==> src/rtl/query_loader_pkg.sv <==
// Shared types and constants for the query_loader front end.
package query_loader_pkg;

   // Loader FSM states
   typedef enum logic [1:0] {IDLE, LOAD, ISSUE, WAIT} state_t;

   // Default frame start marker
   localparam logic [31:0] DEFAULT_SYNC_WORD = 32'hFFFF_FFFF;

   // Width of the top-k count handed to the search core
   localparam int K_WIDTH = 16;

   // Payload words following the sync word: DIM query words, k, vertex id
   function automatic int FRAME_WORDS(input int dim);
      return dim + 2;
   endfunction

endpackage

==> src/rtl/query_loader_if.sv <==
// Host/core side signal bundle of query_loader.
// slave  : the loader itself (consumes host words, drives the request).
// master : the environment (host stream source and search core).
interface query_loader_if
   import query_loader_pkg::*;
#(
   parameter int DIM = 4
);
   logic [31:0]          data_in;
   logic                 data_valid_in;
   logic                 done_in;
   logic [DIM-1:0][31:0] query_out;
   logic [K_WIDTH-1:0]   k_out;
   logic [31:0]          vertex_id_out;
   logic                 valid_out;
   logic                 busy_out;
   logic                 frame_err_out;
   logic [31:0]          cycles_out;

   modport slave (
      input  data_in, data_valid_in, done_in,
      output query_out, k_out, vertex_id_out, valid_out, busy_out,
             frame_err_out, cycles_out
   );

   modport master (
      output data_in, data_valid_in, done_in,
      input  query_out, k_out, vertex_id_out, valid_out, busy_out,
             frame_err_out, cycles_out
   );
endinterface

==> src/rtl/query_loader_latency_counter.sv <==
// Saturating 32-bit search latency counter. The count freezes whenever
// enable drops (the loader drops it once done has been seen).
module latency_counter (
   input  logic        clk,
   input  logic        rst,
   input  logic        clear,
   input  logic        enable,
   output logic [31:0] count
);

   // Clear, count while enabled, hold at all-ones instead of wrapping
   always_ff @(posedge clk) begin
      if (rst || clear) begin
         count <= '0;
      end else if (enable && (count != 32'hFFFF_FFFF)) begin
         count <= count + 32'd1;
      end
   end

endmodule

==> src/rtl/query_loader.sv <==
// query_loader: deserialises a host word stream (SYNC, q[0..DIM-1], k, vid)
// into one search request for the bfis core, issues it as a one-cycle
// valid pulse and holds off further requests until the core reports done.
// Optional feature macro: QUERY_LOADER_CYCLE_COUNT_EN enables the search
// latency counter behind cycles_out; without it cycles_out is tied to 0.
module query_loader
   import query_loader_pkg::*;
#(
   parameter int          DIM       = 4,
   parameter logic [31:0] SYNC_WORD = DEFAULT_SYNC_WORD
)
(
   input  logic          clk_in,
   input  logic          rst_in,
   query_loader_if.slave bus
);

   localparam int FRAME = FRAME_WORDS(DIM);
   localparam int IDX_W = $clog2(FRAME);
   localparam logic [IDX_W-1:0] K_IDX   = IDX_W'(DIM);
   localparam logic [IDX_W-1:0] VID_IDX = IDX_W'(DIM + 1);

   state_t           state;
   logic [IDX_W-1:0] idx;
   logic [31:0]      staging [FRAME];
   logic             sync_seen;

   assign sync_seen = bus.data_valid_in && (bus.data_in == SYNC_WORD);

   // Loader FSM. The request outputs are loaded on the edge that enters
   // ISSUE so they are already valid during the valid_out cycle.
   always_ff @(posedge clk_in) begin
      if (rst_in) begin
         state             <= IDLE;
         idx               <= '0;
         bus.query_out     <= '0;
         bus.k_out         <= '0;
         bus.vertex_id_out <= '0;
         bus.valid_out     <= 1'b0;
         bus.busy_out      <= 1'b0;
         bus.frame_err_out <= 1'b0;
         for (int i = 0; i < FRAME; i++) begin
            staging[i] <= '0;
         end
      end else begin
         bus.valid_out     <= 1'b0;
         bus.frame_err_out <= 1'b0;
         case (state)
            IDLE: begin
               if (sync_seen) begin
                  state <= LOAD;
                  idx   <= '0;
               end
            end
            LOAD: begin
               if (sync_seen) begin
                  // Resync: abandon the partial frame and start over
                  bus.frame_err_out <= 1'b1;
                  idx               <= '0;
               end else if (bus.data_valid_in) begin
                  if ((idx == K_IDX) && (bus.data_in[K_WIDTH-1:0] == '0)) begin
                     // A zero top-k is meaningless to the core: drop the frame
                     bus.frame_err_out <= 1'b1;
                     state             <= IDLE;
                     idx               <= '0;
                  end else begin
                     staging[idx] <= bus.data_in;
                     if (idx == VID_IDX) begin
                        for (int i = 0; i < DIM; i++) begin
                           bus.query_out[i] <= staging[i];
                        end
                        bus.k_out         <= staging[K_IDX][K_WIDTH-1:0];
                        bus.vertex_id_out <= bus.data_in;
                        bus.valid_out     <= 1'b1;
                        bus.busy_out      <= 1'b1;
                        state             <= ISSUE;
                        idx               <= '0;
                     end else begin
                        idx <= idx + 1'b1;
                     end
                  end
               end
            end
            ISSUE: begin
               state <= WAIT;
            end
            WAIT: begin
               // Host words, sync included, are ignored while the core runs
               if (bus.done_in) begin
                  state        <= IDLE;
                  bus.busy_out <= 1'b0;
               end
            end
            default: begin
               state <= IDLE;
            end
         endcase
      end
   end

`ifdef QUERY_LOADER_CYCLE_COUNT_EN
   logic        cnt_clear;
   logic        cnt_enable;
   logic [31:0] cnt_value;

   // Counter restarts during the valid_out cycle and runs for every WAIT
   // cycle, including the one in which done is sampled.
   assign cnt_clear  = (state == ISSUE);
   assign cnt_enable = (state == WAIT);

   latency_counter u_latency_counter (
      .clk    (clk_in),
      .rst    (rst_in),
      .clear  (cnt_clear),
      .enable (cnt_enable),
      .count  (cnt_value)
   );

   assign bus.cycles_out = cnt_value;
`else
   assign bus.cycles_out = '0;
`endif

endmodule

==> src/flat_wrapper.sv <==
// flat-port wrapper written by rule: the top's interface ports become plain ports
module query_loader_flat import query_loader_pkg::*;
#(
   parameter int          DIM       = 4,
   parameter logic [31:0] SYNC_WORD = DEFAULT_SYNC_WORD
)
  (clk_in, rst_in, bus_data_in, bus_data_valid_in, bus_done_in, bus_query_out, bus_k_out, bus_vertex_id_out, bus_valid_out, bus_busy_out, bus_frame_err_out, bus_cycles_out);
  query_loader_if #(.DIM(DIM)) bus_i ();
  input  logic clk_in;
  input  logic rst_in;
  input wire logic [$bits(bus_i.data_in)-1:0] bus_data_in;
  input wire logic [$bits(bus_i.data_valid_in)-1:0] bus_data_valid_in;
  input wire logic [$bits(bus_i.done_in)-1:0] bus_done_in;
  output wire logic [$bits(bus_i.query_out)-1:0] bus_query_out;
  output wire logic [$bits(bus_i.k_out)-1:0] bus_k_out;
  output wire logic [$bits(bus_i.vertex_id_out)-1:0] bus_vertex_id_out;
  output wire logic [$bits(bus_i.valid_out)-1:0] bus_valid_out;
  output wire logic [$bits(bus_i.busy_out)-1:0] bus_busy_out;
  output wire logic [$bits(bus_i.frame_err_out)-1:0] bus_frame_err_out;
  output wire logic [$bits(bus_i.cycles_out)-1:0] bus_cycles_out;
  assign bus_i.data_in = bus_data_in;
  assign bus_i.data_valid_in = bus_data_valid_in;
  assign bus_i.done_in = bus_done_in;
  assign bus_query_out = bus_i.query_out;
  assign bus_k_out = bus_i.k_out;
  assign bus_vertex_id_out = bus_i.vertex_id_out;
  assign bus_valid_out = bus_i.valid_out;
  assign bus_busy_out = bus_i.busy_out;
  assign bus_frame_err_out = bus_i.frame_err_out;
  assign bus_cycles_out = bus_i.cycles_out;
  query_loader #(.DIM(DIM), .SYNC_WORD(SYNC_WORD)) u_core (.clk_in(clk_in), .rst_in(rst_in), .bus(bus_i));
endmodule
==> config.mk <==
export PLATFORM = sky130hd
export DESIGN_NAME = query_loader_flat
export DESIGN_NICKNAME = d
export VERILOG_FILES = /design/src/rtl/query_loader_pkg.sv /design/src/rtl/query_loader_if.sv /design/src/rtl/query_loader_latency_counter.sv /design/src/rtl/query_loader.sv /design/src/flat_wrapper.sv
export SDC_FILE = /design/constraint.sdc
export NUM_CORES = 1
export LEC_CHECK = 0
export CAP_MARGIN = 20
export CORE_MARGIN = 2
export CORE_UTILIZATION = 50
export CTS_BUF_LIST = sky130_fd_sc_hd__clkbuf_8
export CTS_CLUSTER_SIZE = 10
export DETAILED_ROUTE_END_ITERATION = 6
export PLACE_DENSITY = 0.76
export SLEW_MARGIN = 20
export SYNTH_ARGS = -nofsm -noshare
export SYNTH_HDL_FRONTEND = slang
export SYNTH_SLANG_ARGS = --single-unit
==> constraint.sdc <==
create_clock -name clk_in -period 3.5 [get_ports clk_in]
set_input_delay 0.525 -clock clk_in [delete_from_list [all_inputs] [get_ports clk_in]]
set_output_delay 0.525 -clock clk_in [all_outputs]
set_load 0.01 [all_outputs]
* Word-level counts from Yosys, hierarchy flattened
Memories as Yosys holds them, arrays and structs flattened. A register that Yosys moved wholly into a read port is not among the register bits.
Index checks and enable logic that the tools add are counted.
** Storage, ports and cells
- Bits in registers :: 40
- Bits in latches :: 0
- RAM bits :: 192
- Memory bits (read-only) :: 0
- Bits of input ports :: 36
- Output and inout port bits :: 211
- Memories kept :: 1
** Memories
- u_core.staging :: words 6, bits a word 32, read ports 5, clocked after Yosys merged registers in 5, write ports 6, RTL line query_loader.sv:25 : logic [31:0] staging [FRAME];
** Cells by class
- Add/subtract/negate cells :: 1
- Multiply operators :: 0
- Div/mod/pow operators :: 0
- Order comparisons :: 0
- Equality and inequality tests :: 14
- Shift-type cells :: 0
- Muxes and demuxes :: 34
- Bitwise operators :: 4
- Reduce and logical (&&, ||, !) cells :: 13
** Operators by type and width (count)
- equality test 32 bit (second input constant) :: 1
- two-way mux 32 bit :: 1
- OR reduction 32 bit :: 1
- two-way mux 1 bit :: 18
- two-way mux 3 bit :: 6
- logical NOT 16 bit :: 1
- two-way mux 2 bit :: 6
- AND reduction 5 bit :: 2
- != test 2 bit (second input constant) :: 4
- case mux 2 bit (4 select lines) :: 1
- equality test 3 bit (second input constant) :: 2
- case mux 3 bit (2 select lines) :: 1
- AND reduction 6 bit :: 1
- OR reduction 5 bit :: 1
- equality test 2 bit (second input constant) :: 2
- != test 2 x 1 -> 1 bit (second input constant) :: 2
- NOT 1 bit :: 4
- nonzero test 2 bit :: 2
- adder 3 x 1 -> 3 bit (second input constant) :: 1
- != test 3 x 1 -> 1 bit (second input constant) :: 1
- != test 3 x 2 -> 1 bit (second input constant) :: 1
- AND reduction 3 bit :: 1
- equality test 2 x 1 -> 1 bit (second input constant) :: 1
- logical AND 1 bit :: 2
- other kinds (3) :: 3

* Longest topological paths before layout
- Depth in word-level cells :: 10
- Mapped depth :: 7
- Depth with buffers taken out :: 5

* Worst setup path before layout
OpenSTA, ideal clock, no wires.
- Kind :: input-to-reg
- Start :: in bus_data_in[6]
- End :: mem u_core.staging[3][0], enable pin
- Library setup time :: 0.428 ns
- Data arrival time :: 2.816 ns
- Setup slack :: 0.256 ns
- Cell stages on the path :: 6
- Path buffers :: 1
- Cell sequence :: nand4_1 > or4_1 > or3_1 > clkbuf_1 > nand3_1 > o21bai_1
** RTL lines
- from (decl) :: RTL line flat_wrapper.sv:11 : input wire logic [$bits(bus_i.data_in)-1:0] bus_data_in;
- to (decl) :: RTL line query_loader.sv:25

==> out/results.ini <==
[sta]
slew_headroom_pct=32.5
finClkSkew_ps=14.8
period_needed_ps=2740
fmax_mhz=365
rsz0062_at_grt=no
period_share_pct=78.4
final.setup.tns_ps=0
drv_slew=0
hold_violations=0
final.setup.worst_slack_ps=757
worstMarginPinSlew_ps=1010
setup_viol=0

[grt]
track_usage_pct=22.2
grt_pass1_vias=9108
grt_pass1_wl_microns=49700
grt_max_degree=193
grt_antenna_before_repair=0
grt-ovfl-total=0

[logic_synthesis]
ys.flop_type=dfxtp_1
synth_area_leaders=edfxtp_1 31%, dfxtp_1 27%, nand2b_1 16%, mux2i_1 13%, nor2_1 3.5%
ys_seq_area_share_pct=57.9
yosys.area.top_type=edfxtp_1
synth_warnings=0
synthCells=1221
syn_area_per_cell_sq_um=11.3
synth_common_cells=355 x nand2b_1, 184 x dfxtp_1, 176 x mux2i_1
synth_area_sq_um=13800
synth.most_common_cell=nand2b_1
synth_top_cell_area_share_pct=31.3
ys_types=33
synth_edf_count=144
synthArstFlopShare_pct=0
synth_seq_cells=328

[worst_setup_path]
startpoint_type=input pin
worstPathRequired_ps=3700
end_kind=register
crit_type=in2reg
cp_max_fo=32
arrival_ps=2950

[layout]
n_antenna_cell=0
n_fill_cell=2190
nets=1476
postLayoutCellArea_sq_um=17300
syn2layout_area_growth_pct=24.9
drive_gt1_share_pct=7.74

[clock_network]
cts_setup_buffers=0
cts_buffer_depth=3
cts_hold_buf=0
cts.sinks=328
clk_pin_slew_ps=60
htreeDepth=2
clock_latency_ps=580
cts_tree=done
cts_resized=0
clockRootBuffer=clkbuf_8
cts_made_buffers=53

[die]
initial_core_util_pct=51.2
core_sq_um=27000
fp-row-count=60
die_x_microns=170
die_area_sq_um=29000
die_h_microns=170
io-pin-count=247

[routing]
drt_wl_total_microns=32600
wl_per_cell_microns=17.8
vias=9223
drt-vias-per-instance=5.05
drc=0
drt_iter0_markers=693
drtAntennaViolNets=0
firstDrtPassIters=5

[pwr]
p_leak_nw=6.08
p_int_mw=5.99
p_seq_share_pct=52.9
sw_frac_of_total_pct=22.6
total_power_mw=7.73
pwr-share-comb_pct=4.6
switchingPower_mw=1.74
clockPowerShare_pct=42.5
peakVddDrop_mv=0.229
p_per_area_nw_per_um2=448

[min_path]
min_path_type=reg2reg

[placed_design]
place_area_sq_um=16200
pre_cts_ws_ps=201
dp_hpwl_microns=21300
port_buffers=214
place_congestion=0.874

[run_status]
outcome=finished clean

[run]
max_cap_viol_count=0

-- area by class of cell --
cell class	count	area, sq um	share of cell area (%)
Clock inverter	34	170	0.986
Inverter	1	3.75	0.0217
Tap cell	341	427	2.47
Multi-Input combinational cell	809	5300	30.7
Timing Repair Buffer	247	2450	14.2
Clock buffer	66	908	5.26
Sequential cell	328	8010	46.4
-- flip-flops by register name, summed over array words and instances, names as in the netlist, named ones only --
signal / count
u_core.bus.busy_out: 1
bus_query_out: 128
u_core.bus.valid_out: 1
u_core.idx: 3
bus_k_out: 16
u_core.bus.frame_err_out: 1
u_core.state: 1
u_core.staging: 144
u_core.bus.vertex_id_out: 32
-- path summary, 6_finish.rpt --
path | start | end | slack, ps | cells past startpoint
worst max-delay path | bus_data_in[30] | u_core.staging[2][31] | 760 | 7
worst min-delay path | bus_query_out[9] | bus_query_out[9] | 470 | 2
worst max register to register | u_core.state[0] | u_core.staging[2][31] | 1090 | 5
worst min register to register | bus_query_out[9] | bus_query_out[9] | 470 | 2
-- worst max-delay path, stage by stage --
cell	delay, ps
clkdlybuf4s50_1	610
nand4_1	180
or4_4	580
or3_1	420
nand3_1	110
buf_4	180
o21bai_4	330
-- cell usage in the layout, fill, tap and decap left out, types with 3 or more instances in the layout --
cell,Yosys,routed
clkdlybuf4s50_1,0,213
o21ai_0,5,5
nand2_1,42,42
clkbuf_8,0,66
inv_1,0,26
clkinv_1,1,3
mux2i_1,176,176
a21oi_1,3,3
or4_1,5,5
and2_1,17,17
dfxtp_1,184,184
nor4_1,7,7
nand4_1,9,9
buf_12,0,5
nand3_1,4,4
buf_4,32,28
conb_1,1,32
nor2_1,130,130
nand2b_1,355,355
edfxtp_1,144,144
o21bai_4,0,4
clkinv_2,0,3
-- layer usage --
metal | GRT usage, % | up-vias | wire length (microns)
met1 | 29.5 | 4385 | 14300
met5 | 0 | - | 0
li1 | - | 4440 | -
met3 | 5.72 | 56 | 2550
met2 | 35.3 | 342 | 14800
met4 | 7.92 | 0 | 889
-- power by group through the flow --
| stage | logic [mW] | registers, mW | clock network, mW |
|---|---|---|---|
| global route | 0.378 | 4.09 | 3.51 |
| detailed placement | 0.351 | 4.17 | 0 |
| CTS | 0.352 | 4.09 | 3.34 |
| floorplan | 0.225 | 4.16 | 0 |
| finish | 0.352 | 4.09 | 3.29 |
| global placement | 0.350 | 4.17 | 0 |
-- logic make-up (layout without fill, tap and decap cells) --
family,Yosys count,count (layout),synth area share [%]
AND/OR/NAND/NOR,580,580,23.3
flip-flops,328,328,57.9
AO/OA/AOI/OAI,21,21,0.995
multiplexers,176,176,12.7
other,1,32,0.0271
buffers and inverters,115,348,4.99
-- stage by stage --
step | hold slack [ps] | util (%) | instances
global placement | 458 | 59.9 | 1726
finish | 470 | 63.9 | 1826
floorplan | 491 | - | 1252
detailed placement | 461 | 59.9 | 1726
CTS | 473 | 63.9 | 1826
global route | 487 | 63.9 | 1826
(Power assumes the default switching activity.)
==> RTL edit (same settings) <==
Add a define of `QUERY_LOADER_CYCLE_COUNT_EN`.
--- a/src/rtl/query_loader.sv
+++ b/src/rtl/query_loader.sv
@@ -5,2 +5,4 @@
 // latency counter behind cycles_out; without it cycles_out is tied to 0.
+`define QUERY_LOADER_CYCLE_COUNT_EN
+
 module query_loader
Check against the original RTL: not settled (the Yosys comparison gave no result); the edit may change what the design does.
==> RTL edit against the unedited design <==
Register-to-register slack got worse by 160 ps. Largest power group unchanged. Total power increased by 5.6%. Via count increased by 16%. Sequential power increased by 8.3%. Final area increased by 5.1%. Combinational power decreased by 18%. Sequential cell count increased by 32. Setup slack improved by 170 ps. Synthesized cell count increased by 13%. Sequential share of layout area increased by 1.3 points. Synthesized area increased by 3.2%. Wire length increased by 14%. Critical path depth decreased by 1. First-iteration DRC count increased by 21%.
==> RTL edit: results (changes against the unedited design) <==
| Metric | Value |
|---|---|
| Result of the run | `finished, final reports clean` |
| Post-detailed-route via-to-cell ratio | `5.26 (+4.1%)` |
| Setup Skew | `12.7 ps (-2.02 ps)` |
| Pwr/cell area | `449 nW/um2 (+0.42%)` |
| Met1 Track Usage GR | `30.7% (+1.2 points)` |
| Number of placed instances with taps included | `1934 (+12%)` |
| Fraction of met3 tracks used by global routing | `6.07% (+0.35 points)` |
| Input/output buffers | `246 (+15%)` |
| Highest ir drop seen on vdd | `0.000242 V (+5.6%)` |
| Total met3 wirelength after detailed routing | `2770 um (+8.4%)` |
| Clock group total power | `3.44 mW (+5%)` |
| Clock latency on the worst-skew pair | `between 500 and 600 ps` |
| Routed len/inst | `18.3 um (+2.4%)` |
| H-Tree Depth | `2 (unchanged)` |
| Top post-synthesis cells by count | `nand2_1, dfxtp_1, mux2i_1` |
| Layout cell share with drive strength beyond 1 | `7.23% (-0.52 points)` |
| Wire length on met2 | `18200 um (+23%)` |
| Worst stage delay on the critical path | `630 ps (+20 ps)` |
| Final period utilization | `73.7% (-4.7 points)` |
| Remaining max-slew budget at the tightest pin | `30.8% (-1.7 points)` |
| Post-layout net count | `1650 (+12%)` |
| Main area contributors after synthesis | `dfxtp_1, edfxtp_1, mux2i_1` |
| Num CTS Buffers | `55 (+3.8%)` |
| Largest net degree at the start of global routing | `137 (-29%)` |
| Setup WS pre-CTS | `366 ps (+165 ps)` |
| Worst path slowest cell | `or4_1` |
| Number of antenna diodes | `0 (unchanged)` |
| Overall Global Routing Usage | `24.4% (+2.1 points)` |
| Worst path arrival time | `2890 ps (-60 ps)` |
| Cell count after synthesis | `1381 (+13%)` |
| Min-Delay Startpoint | `bus_query_out[79]$_SDFFE_PP0P_` |
| First-pass iteration count of the detailed router | `5 (unchanged)` |
| Number of global-route vias before repair | `10500 (+15%)` |
| Routability congestion estimate from global placement | `0.826 (-5.5%)` |
| Detailed-routing wirelength on met1 | `15400 um (+7.2%)` |
| Worst reg2reg path endpoint | `u_core.staging[0][8]$_SDFFCE_PN0P_` |
| Final wirelength | `37200 um (+14%)` |
| Sequential element share of the synthesized area | `60.6% (+2.7 points)` |
| CP startpoint | `bus_data_in[0]` |
| Pint | `6.33 mW (+5.8%)` |
| R2R setup slack | `930 ps (-160 ps)` |
| Number of distinct standard cells referenced by the synthesized netlist | `56 (+70%)` |
| Sink of the worst hold path | `bus_query_out[79]$_SDFFE_PP0P_` |
| Power drawn by the sequential cells | `4.43 mW (+8.3%)` |
| HPWL after detailed placement | `24600 um (+16%)` |
[RTL edit: cell count changes after synthesis, moves of 8 or more]
cell / delta
a21oi_1: +23
and2_1: -10
buf_2: +9
buf_4: -28
buf_6: -15
dfxtp_1: +32
inv_1: +11
nand2_1: +335
nand2b_1: -322
nand4_1: +16
nor2_1: +13
o21ai_0: +18
or3_1: +18
or4_1: +8
[RTL edit: cells by family after synthesis]
group	Yosys count	synth area share [%]
buffers and inverters	98	2.96
DFF	360	60.6
adders and majority gates	1	0.0877
xor gates and xnor gates	3	0.184
and+or+nand+nor	661	20.2
muxes	178	12.5
AOI/OAI and AO/OA	80	3.45
[RTL edit: final cells by class]
type                    instances  area (um2)
multi-input cells             923        5240
inverters                      11        48.8
clock buffers                  69         950
clock inverters                35         174
fillers                      2195        9780
flip-flops and latches        360        8650
well taps                     378         473
repair buffers                262        2620
[RTL edit: stage by stage]
step                cell area, um2  hold WS (ps)
global placement             17000           442
floorplan                    14300           479
CTS                          18100           457
detailed placement           17000           447
global route                 18100           471
finish                       18100           454
